## src/rtl/fp2int_pkg.sv

```systemverilog
// Shared constants and types for the single-precision to int32 converter.
//   EXP_BIAS / EXP_SPECIAL : IEEE-754 single exponent bias and the all-ones exponent
//   INT_MAX / INT_MIN      : saturation values of the signed 32-bit result
//   state_t                : sequencer state encoding
//   cls_t                  : special-case classes produced by fp2int_classify
package fp2int_pkg;

   localparam int unsigned DATA_W = 32;
   localparam int unsigned EXP_W  = 8;
   localparam int unsigned FRAC_W = 23;
   localparam int unsigned CNT_W  = 5;

   localparam logic [EXP_W-1:0] EXP_BIAS    = EXP_W'(127);
   localparam logic [EXP_W-1:0] EXP_SPECIAL = EXP_W'(255);
   // Biased exponent at which {1,frac} already sits at integer weight (e == 23).
   localparam logic [EXP_W-1:0] EXP_ALIGN   = EXP_W'(150);
   // Biased exponent for e == 31: first magnitude that no longer fits in int32.
   localparam logic [EXP_W-1:0] EXP_LIMIT   = EXP_W'(158);

   localparam logic [DATA_W-1:0] INT_MAX = 32'h7FFF_FFFF;
   localparam logic [DATA_W-1:0] INT_MIN = 32'h8000_0000;

   typedef enum logic [2:0] {
      ST_IDLE  = 3'd0,
      ST_CHECK = 3'd1,
      ST_SHIFT = 3'd2,
      ST_SIGN  = 3'd3,
      ST_DONE  = 3'd4
   } state_t;

   typedef enum logic [2:0] {
      CLS_NORMAL = 3'd0,
      CLS_NAN    = 3'd1,
      CLS_SAT    = 3'd2,
      CLS_ZERO   = 3'd3,
      CLS_MIN    = 3'd4
   } cls_t;

   // Saturated value for an out-of-range operand of the given sign.
   function automatic logic [DATA_W-1:0] sat_value(input logic sign);
      return sign ? INT_MIN : INT_MAX;
   endfunction

endpackage

```

## src/rtl/fp2int_classify.sv

```systemverilog
// Combinational classifier for a captured single-precision operand.
// Ports:
//   sign, exp, frac : operand fields
//   cls             : special-case class (CLS_NORMAL when the shifter is needed)
//   shift_cnt       : |e - 23|, valid for CLS_NORMAL
//   shift_left      : 1 when e > 23, valid for CLS_NORMAL
module fp2int_classify
   import fp2int_pkg::*;
(
   input  logic                sign,
   input  logic [EXP_W-1:0]    exp,
   input  logic [FRAC_W-1:0]   frac,
   output cls_t                cls,
   output logic [CNT_W-1:0]    shift_cnt,
   output logic                shift_left
);

   // Priority order: NaN, infinity, |x| < 1, exactly -2^31, overflow, normal.
   always_comb begin
      cls        = CLS_NORMAL;
      shift_cnt  = '0;
      shift_left = 1'b0;
      if (exp == EXP_SPECIAL) begin
         cls = (frac != '0) ? CLS_NAN : CLS_SAT;
      end else if (exp < EXP_BIAS) begin
         cls = CLS_ZERO;
      end else if ((exp == EXP_LIMIT) && sign && (frac == '0)) begin
         cls = CLS_MIN;
      end else if (exp >= EXP_LIMIT) begin
         cls = CLS_SAT;
      end else if (exp > EXP_ALIGN) begin
         shift_left = 1'b1;
         shift_cnt  = CNT_W'(exp - EXP_ALIGN);
      end else begin
         shift_cnt  = CNT_W'(EXP_ALIGN - exp);
      end
   end

endmodule

```

## src/rtl/fp2int.sv

```systemverilog
// Multi-cycle IEEE-754 single to signed int32 converter, truncating toward zero.
// The mantissa is shifted one bit per cycle into integer position, then negated
// if needed. Special operands finish in one cycle after start.
// Ports:
//   clk, reset : clock and synchronous active-high reset
//   start, a   : load operand a and begin (aborts any conversion in flight)
//   result     : signed integer result, held until next start/reset
//   done       : result valid
//   overflow   : result saturated
//   invalid    : operand was NaN
module fp2int
   import fp2int_pkg::*;
(
   input  logic              clk,
   input  logic              reset,
   input  logic              start,
   input  logic [DATA_W-1:0] a,
   output logic [DATA_W-1:0] result,
   output logic              done,
   output logic              overflow,
   output logic              invalid
);

   state_t              state_q, state_d;
   logic                sign_q, sign_d;
   logic [EXP_W-1:0]    exp_q, exp_d;
   logic [DATA_W-1:0]   mag_q, mag_d;
   logic [CNT_W-1:0]    cnt_q, cnt_d;
   logic                left_q, left_d;
   logic [DATA_W-1:0]   result_q, result_d;
   logic                done_q, done_d;
   logic                ovf_q, ovf_d;
   logic                inv_q, inv_d;

   cls_t                cls;
   logic [CNT_W-1:0]    cls_cnt;
   logic                cls_left;

   // Classify from the captured fields; the fraction lives in the low mag bits.
   fp2int_classify u_classify (
      .sign       (sign_q),
      .exp        (exp_q),
      .frac       (mag_q[FRAC_W-1:0]),
      .cls        (cls),
      .shift_cnt  (cls_cnt),
      .shift_left (cls_left)
   );

   // State register.
   always_ff @(posedge clk) begin
      if (reset) begin
         state_q <= ST_IDLE;
      end else begin
         state_q <= state_d;
      end
   end

   // Next-state logic; start restarts from any state.
   always_comb begin
      state_d = state_q;
      if (start) begin
         state_d = ST_CHECK;
      end else begin
         case (state_q)
            ST_CHECK: begin
               if (cls != CLS_NORMAL) begin
                  state_d = ST_DONE;
               end else if (cls_cnt == '0) begin
                  state_d = ST_SIGN;
               end else begin
                  state_d = ST_SHIFT;
               end
            end
            ST_SHIFT: begin
               if (cnt_q == CNT_W'(1)) begin
                  state_d = ST_SIGN;
               end
            end
            ST_SIGN:  state_d = ST_DONE;
            default:  state_d = state_q;
         endcase
      end
   end

   // Datapath and output next values.
   always_comb begin
      sign_d   = sign_q;
      exp_d    = exp_q;
      mag_d    = mag_q;
      cnt_d    = cnt_q;
      left_d   = left_q;
      result_d = result_q;
      done_d   = done_q;
      ovf_d    = ovf_q;
      inv_d    = inv_q;
      if (start) begin
         sign_d = a[DATA_W-1];
         exp_d  = a[DATA_W-2:FRAC_W];
         mag_d  = {(DATA_W-FRAC_W-1)'(0), 1'b1, a[FRAC_W-1:0]};
         cnt_d  = '0;
         left_d = 1'b0;
         done_d = 1'b0;
         ovf_d  = 1'b0;
         inv_d  = 1'b0;
      end else begin
         case (state_q)
            ST_CHECK: begin
               cnt_d  = cls_cnt;
               left_d = cls_left;
               case (cls)
                  CLS_NAN: begin
                     result_d = INT_MIN;
                     inv_d    = 1'b1;
                     done_d   = 1'b1;
                  end
                  CLS_SAT: begin
                     result_d = sat_value(sign_q);
                     ovf_d    = 1'b1;
                     done_d   = 1'b1;
                  end
                  CLS_ZERO: begin
                     result_d = '0;
                     done_d   = 1'b1;
                  end
                  CLS_MIN: begin
                     result_d = INT_MIN;
                     done_d   = 1'b1;
                  end
                  default: ;
               endcase
            end
            ST_SHIFT: begin
               mag_d = left_q ? (mag_q << 1) : (mag_q >> 1);
               cnt_d = cnt_q - CNT_W'(1);
            end
            ST_SIGN: begin
               result_d = sign_q ? (~mag_q + DATA_W'(1)) : mag_q;
               done_d   = 1'b1;
            end
            default: ;
         endcase
      end
   end

   // Datapath and output registers.
   always_ff @(posedge clk) begin
      if (reset) begin
         sign_q   <= 1'b0;
         exp_q    <= '0;
         mag_q    <= '0;
         cnt_q    <= '0;
         left_q   <= 1'b0;
         result_q <= '0;
         done_q   <= 1'b0;
         ovf_q    <= 1'b0;
         inv_q    <= 1'b0;
      end else begin
         sign_q   <= sign_d;
         exp_q    <= exp_d;
         mag_q    <= mag_d;
         cnt_q    <= cnt_d;
         left_q   <= left_d;
         result_q <= result_d;
         done_q   <= done_d;
         ovf_q    <= ovf_d;
         inv_q    <= inv_d;
      end
   end

   assign result   = result_q;
   assign done     = done_q;
   assign overflow = ovf_q;
   assign invalid  = inv_q;

endmodule

```

## config.mk

```make
export PLATFORM = sky130hd
export DESIGN_NAME = fp2int
export DESIGN_NICKNAME = d
export VERILOG_FILES = /design/src/rtl/fp2int_pkg.sv /design/src/rtl/fp2int_classify.sv /design/src/rtl/fp2int.sv
export SDC_FILE = /design/constraint.sdc
export NUM_CORES = 1
export LEC_CHECK = 0
export ABC_AREA = 0
export ABC_CLOCK_PERIOD_IN_PS = 6730
export BUFFER_PORTS_ARGS = -buffer_cell sky130_fd_sc_hd__buf_4
export CORE_AREA = 4 4 107 109
export CTS_BUF_LIST = sky130_fd_sc_hd__clkbuf_16
export DETAILED_ROUTE_END_ITERATION = 8
export DIE_AREA = 0 0 111 113
export PLACE_DENSITY = 0.8
export SYNTH_ARGS = -nofsm -noshare
export SYNTH_HDL_FRONTEND = slang
export SYNTH_SLANG_ARGS = --single-unit
```

## constraint.sdc

```tcl
create_clock -name clk -period 6.73 [get_ports clk]
set_input_delay 0.3365 -clock clk [delete_from_list [all_inputs] [get_ports clk]]
set_output_delay 0.3365 -clock clk [all_outputs]
set_load 0.05 [all_outputs]
```

# ---- Word-level counts from Yosys, hierarchy flattened
# Index checks and enable logic that the tools add are counted.
dict set report totals {
  word_cells 85
  ff_bits 85
  input_bits 35
}
dict set report classes {
  n_reduce_logical 20
  bitwise_logic 2
  eq_ne 14
  order_cmp 3
  muxes 30
  n_addsub 4
}
# operator n
set op_table {}
lappend op_table {{$mux 32} 3}
lappend op_table {{$pmux 32 s3} 1}
lappend op_table {{$pmux 32 s2} 1}
lappend op_table {{$mux 24} 2}
lappend op_table {{$add 32x1->32 const B} 1}
lappend op_table {{$not 32->32} 1}
lappend op_table {{$mux 5} 5}
lappend op_table {{$logic_not 23->1} 1}
lappend op_table {{$reduce_bool 23->1} 1}
lappend op_table {{$eq 8x8->1 const B} 2}
lappend op_table {{$mux 3} 5}
lappend op_table {{$eq 3x2->1 const B} 4}
lappend op_table {{$pmux 5 s2} 1}
lappend op_table {{$reduce_and 2->1} 5}
lappend op_table {{$pmux 3 s3} 1}
lappend op_table {{$ge 8x8->1 const B} 1}
lappend op_table {{$gt 8x8->1 const B} 1}
lappend op_table {{$lt 8x7->1 const B} 1}
lappend op_table {{$mux 1} 8}
lappend op_table {{$eq 3x1->1 const B} 2}
lappend op_table {{$reduce_bool 2->1} 3}
lappend op_table {{$reduce_bool 3->1} 2}
lappend op_table {{$eq 5x1->1 const B} 1}
lappend op_table {{$logic_not 5->1} 1}
lappend op_table {{15 further kinds} 19}

# ---- Longest topological paths before layout
dict set report logic_depth {
  word_depth 11
  ltp_mapped 9
  mapped_depth_nobuf 7
}

# ---- Cells and area by module
# From an unflattened synthesis, not the netlist that was laid out.
dict set report unflattened {
  cells_unflattened 635
  area_unflattened_um2 5073.6
}
# module seq_area_each_um2 cells_per_inst area_per_inst_um2 n_inst
set modules_own_cells {}
lappend modules_own_cells {fp2int 1701.6 570 4595.7 1}
lappend modules_own_cells {fp2int_classify 0.0 65 478.0 1}

# ---- Least setup slack after synthesis
# Ideal clock, no wire load.
dict set report synth_path {
  kind {reg-to-reg}
  startpoint {register mag_q[12]}
  endpoint {register result_q[24] (netlist: result[24])}
  setup_slack_ns 4.456
  required_time_ns 6.641
  t_arrival_ns 2.185
  n_path_buf 2
  path_stages_with_launch 8
  path_cell_list {dfxtp_1 clkbuf_1 or4_1 nor4_4 a211oi_1 o41a_1 buf_4 o32ai_2}
}
dict set report synth_between {
  elab_chain_cells 9
}
# item line
set synth_lines {}
lappend synth_lines {{from (decl)} fp2int.sv:27} ;# logic [DATA_W-1:0] mag_q, mag_d;
lappend synth_lines {{from (signal assigned)} fp2int.sv:160} ;# mag_q <= mag_d;
lappend synth_lines {{$logic_not 23->1} fp2int_classify.sv:27} ;# end else if ((exp == EXP_LIMIT) && sign && (frac == '0)) begin
lappend synth_lines {{$logic_and 1x1->1} fp2int_classify.sv:27}
lappend synth_lines {{$mux 3} fp2int_classify.sv:27}
lappend synth_lines {{$mux 3} fp2int_classify.sv:25} ;# end else if (exp < EXP_BIAS) begin
lappend synth_lines {{$mux 3} fp2int_classify.sv:23} ;# if (exp == EXP_SPECIAL) begin
lappend synth_lines {{$eq 3x1->1 / $eq 3x3->1 (equally long branches)} fp2int.sv:110} ;# case (cls)
lappend synth_lines {{$reduce_or 2->1 (no source line)} -}
lappend synth_lines {{$pmux 32 s3 / $ne 4x2->1 (equally long branches)} -}
lappend synth_lines {{$pmux 32 s2 / $reduce_and 3->1 (equally long branches)} -}
lappend synth_lines {{to (signal assigned)} fp2int.sv:163} ;# result_q <= result_d;
lappend synth_lines {{to (decl)} fp2int.sv:30} ;# logic [DATA_W-1:0] result_q, result_d;
# Several ways; a longest one is shown, not always the timed one.
# A chain may end at the register's enable or synchronous reset.

# ---- Worst setup path after layout
dict set report layout_path {
  startpoint {register exp_q[2]}
  endpoint {register result_q[30] (netlist: result[30])}
}
dict set report layout_between {
  elab_chain_cells 10
}
# item line
set layout_lines {}
lappend layout_lines {{from (decl)} fp2int.sv:26} ;# logic [EXP_W-1:0] exp_q, exp_d;
lappend layout_lines {{from (signal assigned)} fp2int.sv:159} ;# exp_q <= exp_d;
lappend layout_lines {{parallel branches: the longest is 5 deep, another holds $ge 8x8->1} -}
lappend layout_lines {{$mux 3 (*)} fp2int_classify.sv:23}
lappend layout_lines {{$eq 3x1->1 / $eq 3x3->1 (equally long branches)} fp2int.sv:110}
lappend layout_lines {{$reduce_or 2->1 (no source line)} -}
lappend layout_lines {{$pmux 32 s3 / $ne 4x2->1 (equally long branches)} -}
lappend layout_lines {{$pmux 32 s2 / $reduce_and 3->1 (equally long branches)} -}
# Every way passes the cells marked *.

==> metrics.md <==
| Metric | Value |
|---|---|
| Area of the mapped netlist | between 5000 and 6000 sq um |
| Floorplan die height | ~110 microns |
| Total buffers and inverters traversed by the critical path | 0 |
| Worst slew pin tran | 1.25 ns |
| Mux share of post-synthesis cell area | 0.0846 |
| Adder and majority gate portion of the synthesized area | 0.0163 |
| FF-to-FF setup slack | approximately 3.2 ns |
| Non-Filler Cell Area, Final | between 6000 and 7000 sq um |
| Antenna violations before repair | 0 |
| Number of endpoints with negative hold slack in the final report | 0 |
| Outcome | finished, final reports clean |
| Final critical-path share of the clock period | 0.527 |
| Crit Path Max Fanout | 44 |
| Sum of overflow across all layers after global routing | 0 |
| Pwr Total | 1280 uW |
| Top-level port count | 70 |
| DRC errors left | 0 |
| Req. time, crit path | a little under 7 ns |
| Leakage component of the power | about 0.0021 uW |
| Ys flop type | dfxtp_1 |
| Synth area leader | dfxtp_1 |
| Net Count, Synth | 700 |
| Sequential-to-total area share from yosys stat | 0.317 |
| Total of hold buffers inserted after clock tree synthesis | 0 |
| Largest buffer count on any clock path | 2 |
| Die outline area | 12500 sq um |
| Element type at the critical path start | register |
| Number of CTS-inserted buffers | 9 |
| DR WL/cell | roughly 16 microns |
| Area share of the leading cell type in the synthesized netlist | 0.317 |
| ANT nets after route | 0 |
| Max-Cap Viols | 0 |
| Count of flip-flops with a built-in enable after synthesis | 0 |
| Share of async-settable or async-resettable flops after synthesis | 0 |
| RSZ-0062 raised after global routing | false |
| Post-CTS clock slew at the launch and capture registers of the worst setup and hold paths | approximately 0.06 ns |
| Global-route total usage across every layer | 0.208 |
| Count of clock tree sinks | 85 |
| Estimated wirelength of the detail-placed design | between 9000 and 10000 microns |
| Initial cell density of the core | 0.506 |
| Root Buffer | clkbuf_16 |
| Main area contributors after synthesis | dfxtp_1 (32%), mux2i_1 (7.8%), nor2_1 (6.9%), a211oi_2 (4.2%), clkbuf_1 (4.1%) |
| Number of failing setup endpoints in the final timing report | 0 |
| Final worst clock skew | about 0.0069 ns |
| Maximum number of pins on one net before global-route repair | 70 |
| Antenna diode count | 0 |
| Placement Cell Area | 5800 sq um |
| Clock tree from TritonCTS | built |
| Synthesis-to-layout area growth | 13.5% |
| Total Routed Length | roughly 13000 microns |
| Number of H-tree branching levels | 3 |
| Core outline area | between 10000 and 15000 sq um |
| Share of the synthesized netlist area taken by xor and xnor gates | 0.0375 |
| Cell count after synthesis | about 660 |
| Later-pin clock latency in the skew report | 0.34 ns |
| Combinational family with the most area after synthesis | compound AO/OA/AOI/OAI gates |
| Critical Setup Path Class | register to register |
| Count of standard-cell rows | 38 |
| YS warnings | 0 |
| Average instance area after synthesis | 8.16 sq um |
| Final min period | 3.54 ns |
| Simple-Gate Fraction of Synth Area | 0.229 |
| Max Transition Viols Final | 0 |
| Number of global-route vias before repair | 4438 |
| Crit path arrival time | about 3.7 ns |
| Worst rel slew slack | 0.162 |
| Weighted congestion reported at the end of routability-driven placement | 0.849 |
| CTS resizes | 0 |
| Global-route wire length before repair | between 20000 and 25000 microns |
| Peak supply drop | between 0.1 and 0.15 mV |
| Cell type of the slowest stage on the worst timing path | o211a_1 |
| Number of buffers inserted by port buffering | roughly 70 |
| List of cells traversed by the critical path | ha_1, nand2b_1, a21oi_1, o211a_1, o41a_2, a311oi_2 |
| Crit end category | register |
| Vias/cell | ~6 |
| Width of the die | between 100 and 150 microns |
| Drt pass-1 iters | 5 |
| Share of layout cells above drive strength 1 | 0.198 |
| Fraction of the mapped netlist area in compound gates | 0.254 |
| Buffers inserted during post-CTS setup optimization | 0 |
| Count of vias placed by the detailed router | between 4000 and 5000 |
| 1st-iter DRT viols | 409 |
| Final Hold Slack | roughly 0.24 ns |
| Final nets | between 700 and 800 |
| Highest clock frequency the design can meet | 0.282 GHz |
| Setup TNS after final layout | 0 ns |
| Power density relative to cell area | between 200 and 250 nW/um^2 |
| Top Family by Delay on Critical Path | compound AO/OA/AOI/OAI gates |
| Count of state elements after synthesis | 85 |
| Unique cell type count in the Yosys netlist | approximately 70 |
| Type of the worst min-delay path | input pin to register |
| Max stage delay on crit path | roughly 1.0 ns |
layout by cell type (no fill, tap or decap), types with 7 or more instances in the layout:
| master | Yosys | final |
|---|---|---|
| mux2i_1 | 42 | 42 |
| a21oi_1 | 42 | 42 |
| buf_4 | 2 | 70 |
| nor4_1 | 9 | 9 |
| nand3_1 | 8 | 8 |
| or4_1 | 7 | 7 |
| nor2_1 | 98 | 97 |
| o32ai_2 | 9 | 9 |
| a211oi_1 | 13 | 13 |
| xnor2_1 | 17 | 17 |
| dfxtp_1 | 85 | 85 |
| clkbuf_16 | 0 | 9 |
| nor3_1 | 10 | 10 |
| a31oi_1 | 12 | 12 |
| a211oi_2 | 18 | 18 |
| inv_1 | 12 | 14 |
| ha_1 | 7 | 7 |
| nand2_1 | 49 | 49 |
| a211o_1 | 23 | 23 |
| o31ai_1 | 7 | 7 |
| o21ai_0 | 21 | 21 |
tightest hold or removal path, stage by stage:
cell and delay [ns]:
buf_4 0.08, mux2i_1 0.05, nor2_1 0.07
routing by layer:
| metal | share of wire | vias to the layer above | GRT usage | wire (microns) |
|---|---|---|---|---|
| li1 | - | 2396 | - | - |
| met3 | 0.064 | 20 | 0.0417 | 860 |
| met2 | 0.46 | 180 | 0.328 | 6110 |
| met4 | 0.013 | 0 | 0.0591 | 178 |
| met1 | 0.46 | 2277 | 0.291 | 6200 |
| met5 | 0 | - | 0 | 0 |
cells by family after synthesis:
kind of cell | Yosys count
mux | 45
fa+ha+maj | 7
buf+inv | 84
compound gates | 172
xor+xnor | 23
flops | 85
simple gates | 242
stage by stage:
stage,util,std cells,setup slack (ns)
2_1_floorplan,-,658,4.46
3_3_place_gp,0.547,797,3.40
3_5_place_dp,0.547,797,3.19
4_1_cts,0.574,813,3.20
5_1_grt,0.574,813,2.85
6_report,0.574,813,3.19
where the power goes:
part           internal, uW  switching (uW)  leakage (uW)
registers               527            37.6      0.000695
logic                  90.2             136       0.00126
clock network           286             202      0.000152
cell usage after synthesis (9+ instances only):
library cell   n
nor2_1        98
a211oi_2      18
inv_1         12
nor4_1         9
mux2i_1       42
nand2_1       49
dfxtp_1       85
o32ai_2        9
xnor2_1       17
a31oi_1       12
nor3_1        10
a211o_1       23
clkbuf_1      59
o21ai_0       21
a211oi_1      13
a21oi_1       42
path summary, 6_finish.rpt:
check,from,end,cells past startpoint
setup / recovery,exp_q[2]$_SDFFE_PP0P_,result[30]$_SDFFE_PP0P_,6
hold / removal,a[25],exp_q[2]$_SDFFE_PP0P_,3
setup reg to reg,exp_q[2]$_SDFFE_PP0P_,result[30]$_SDFFE_PP0P_,6
hold reg to reg,state_q[2]$_SDFFE_PP0P_,state_q[2]$_SDFFE_PP0P_,2
sequential cells by signal, indices dropped and copies added, names as in the netlist:
register	cells
done	1
left_q	1
mag_q	32
cnt_q	5
exp_q	8
sign_q	1
overflow	1
invalid	1
state_q	3
result	32
final cells by class:
type / instances / area [sq um]
fill: 928 / 4510
multi-input combinational: 489 / 3350
sequential: 85 / 1700
timing repair buffer: 70 / 526
clock buffer: 9 / 225
tap: 140 / 175
clock inverter: 7 / 68.8
inverter: 13 / 48.8
Note: power is estimated with default switching activity, not from simulation.
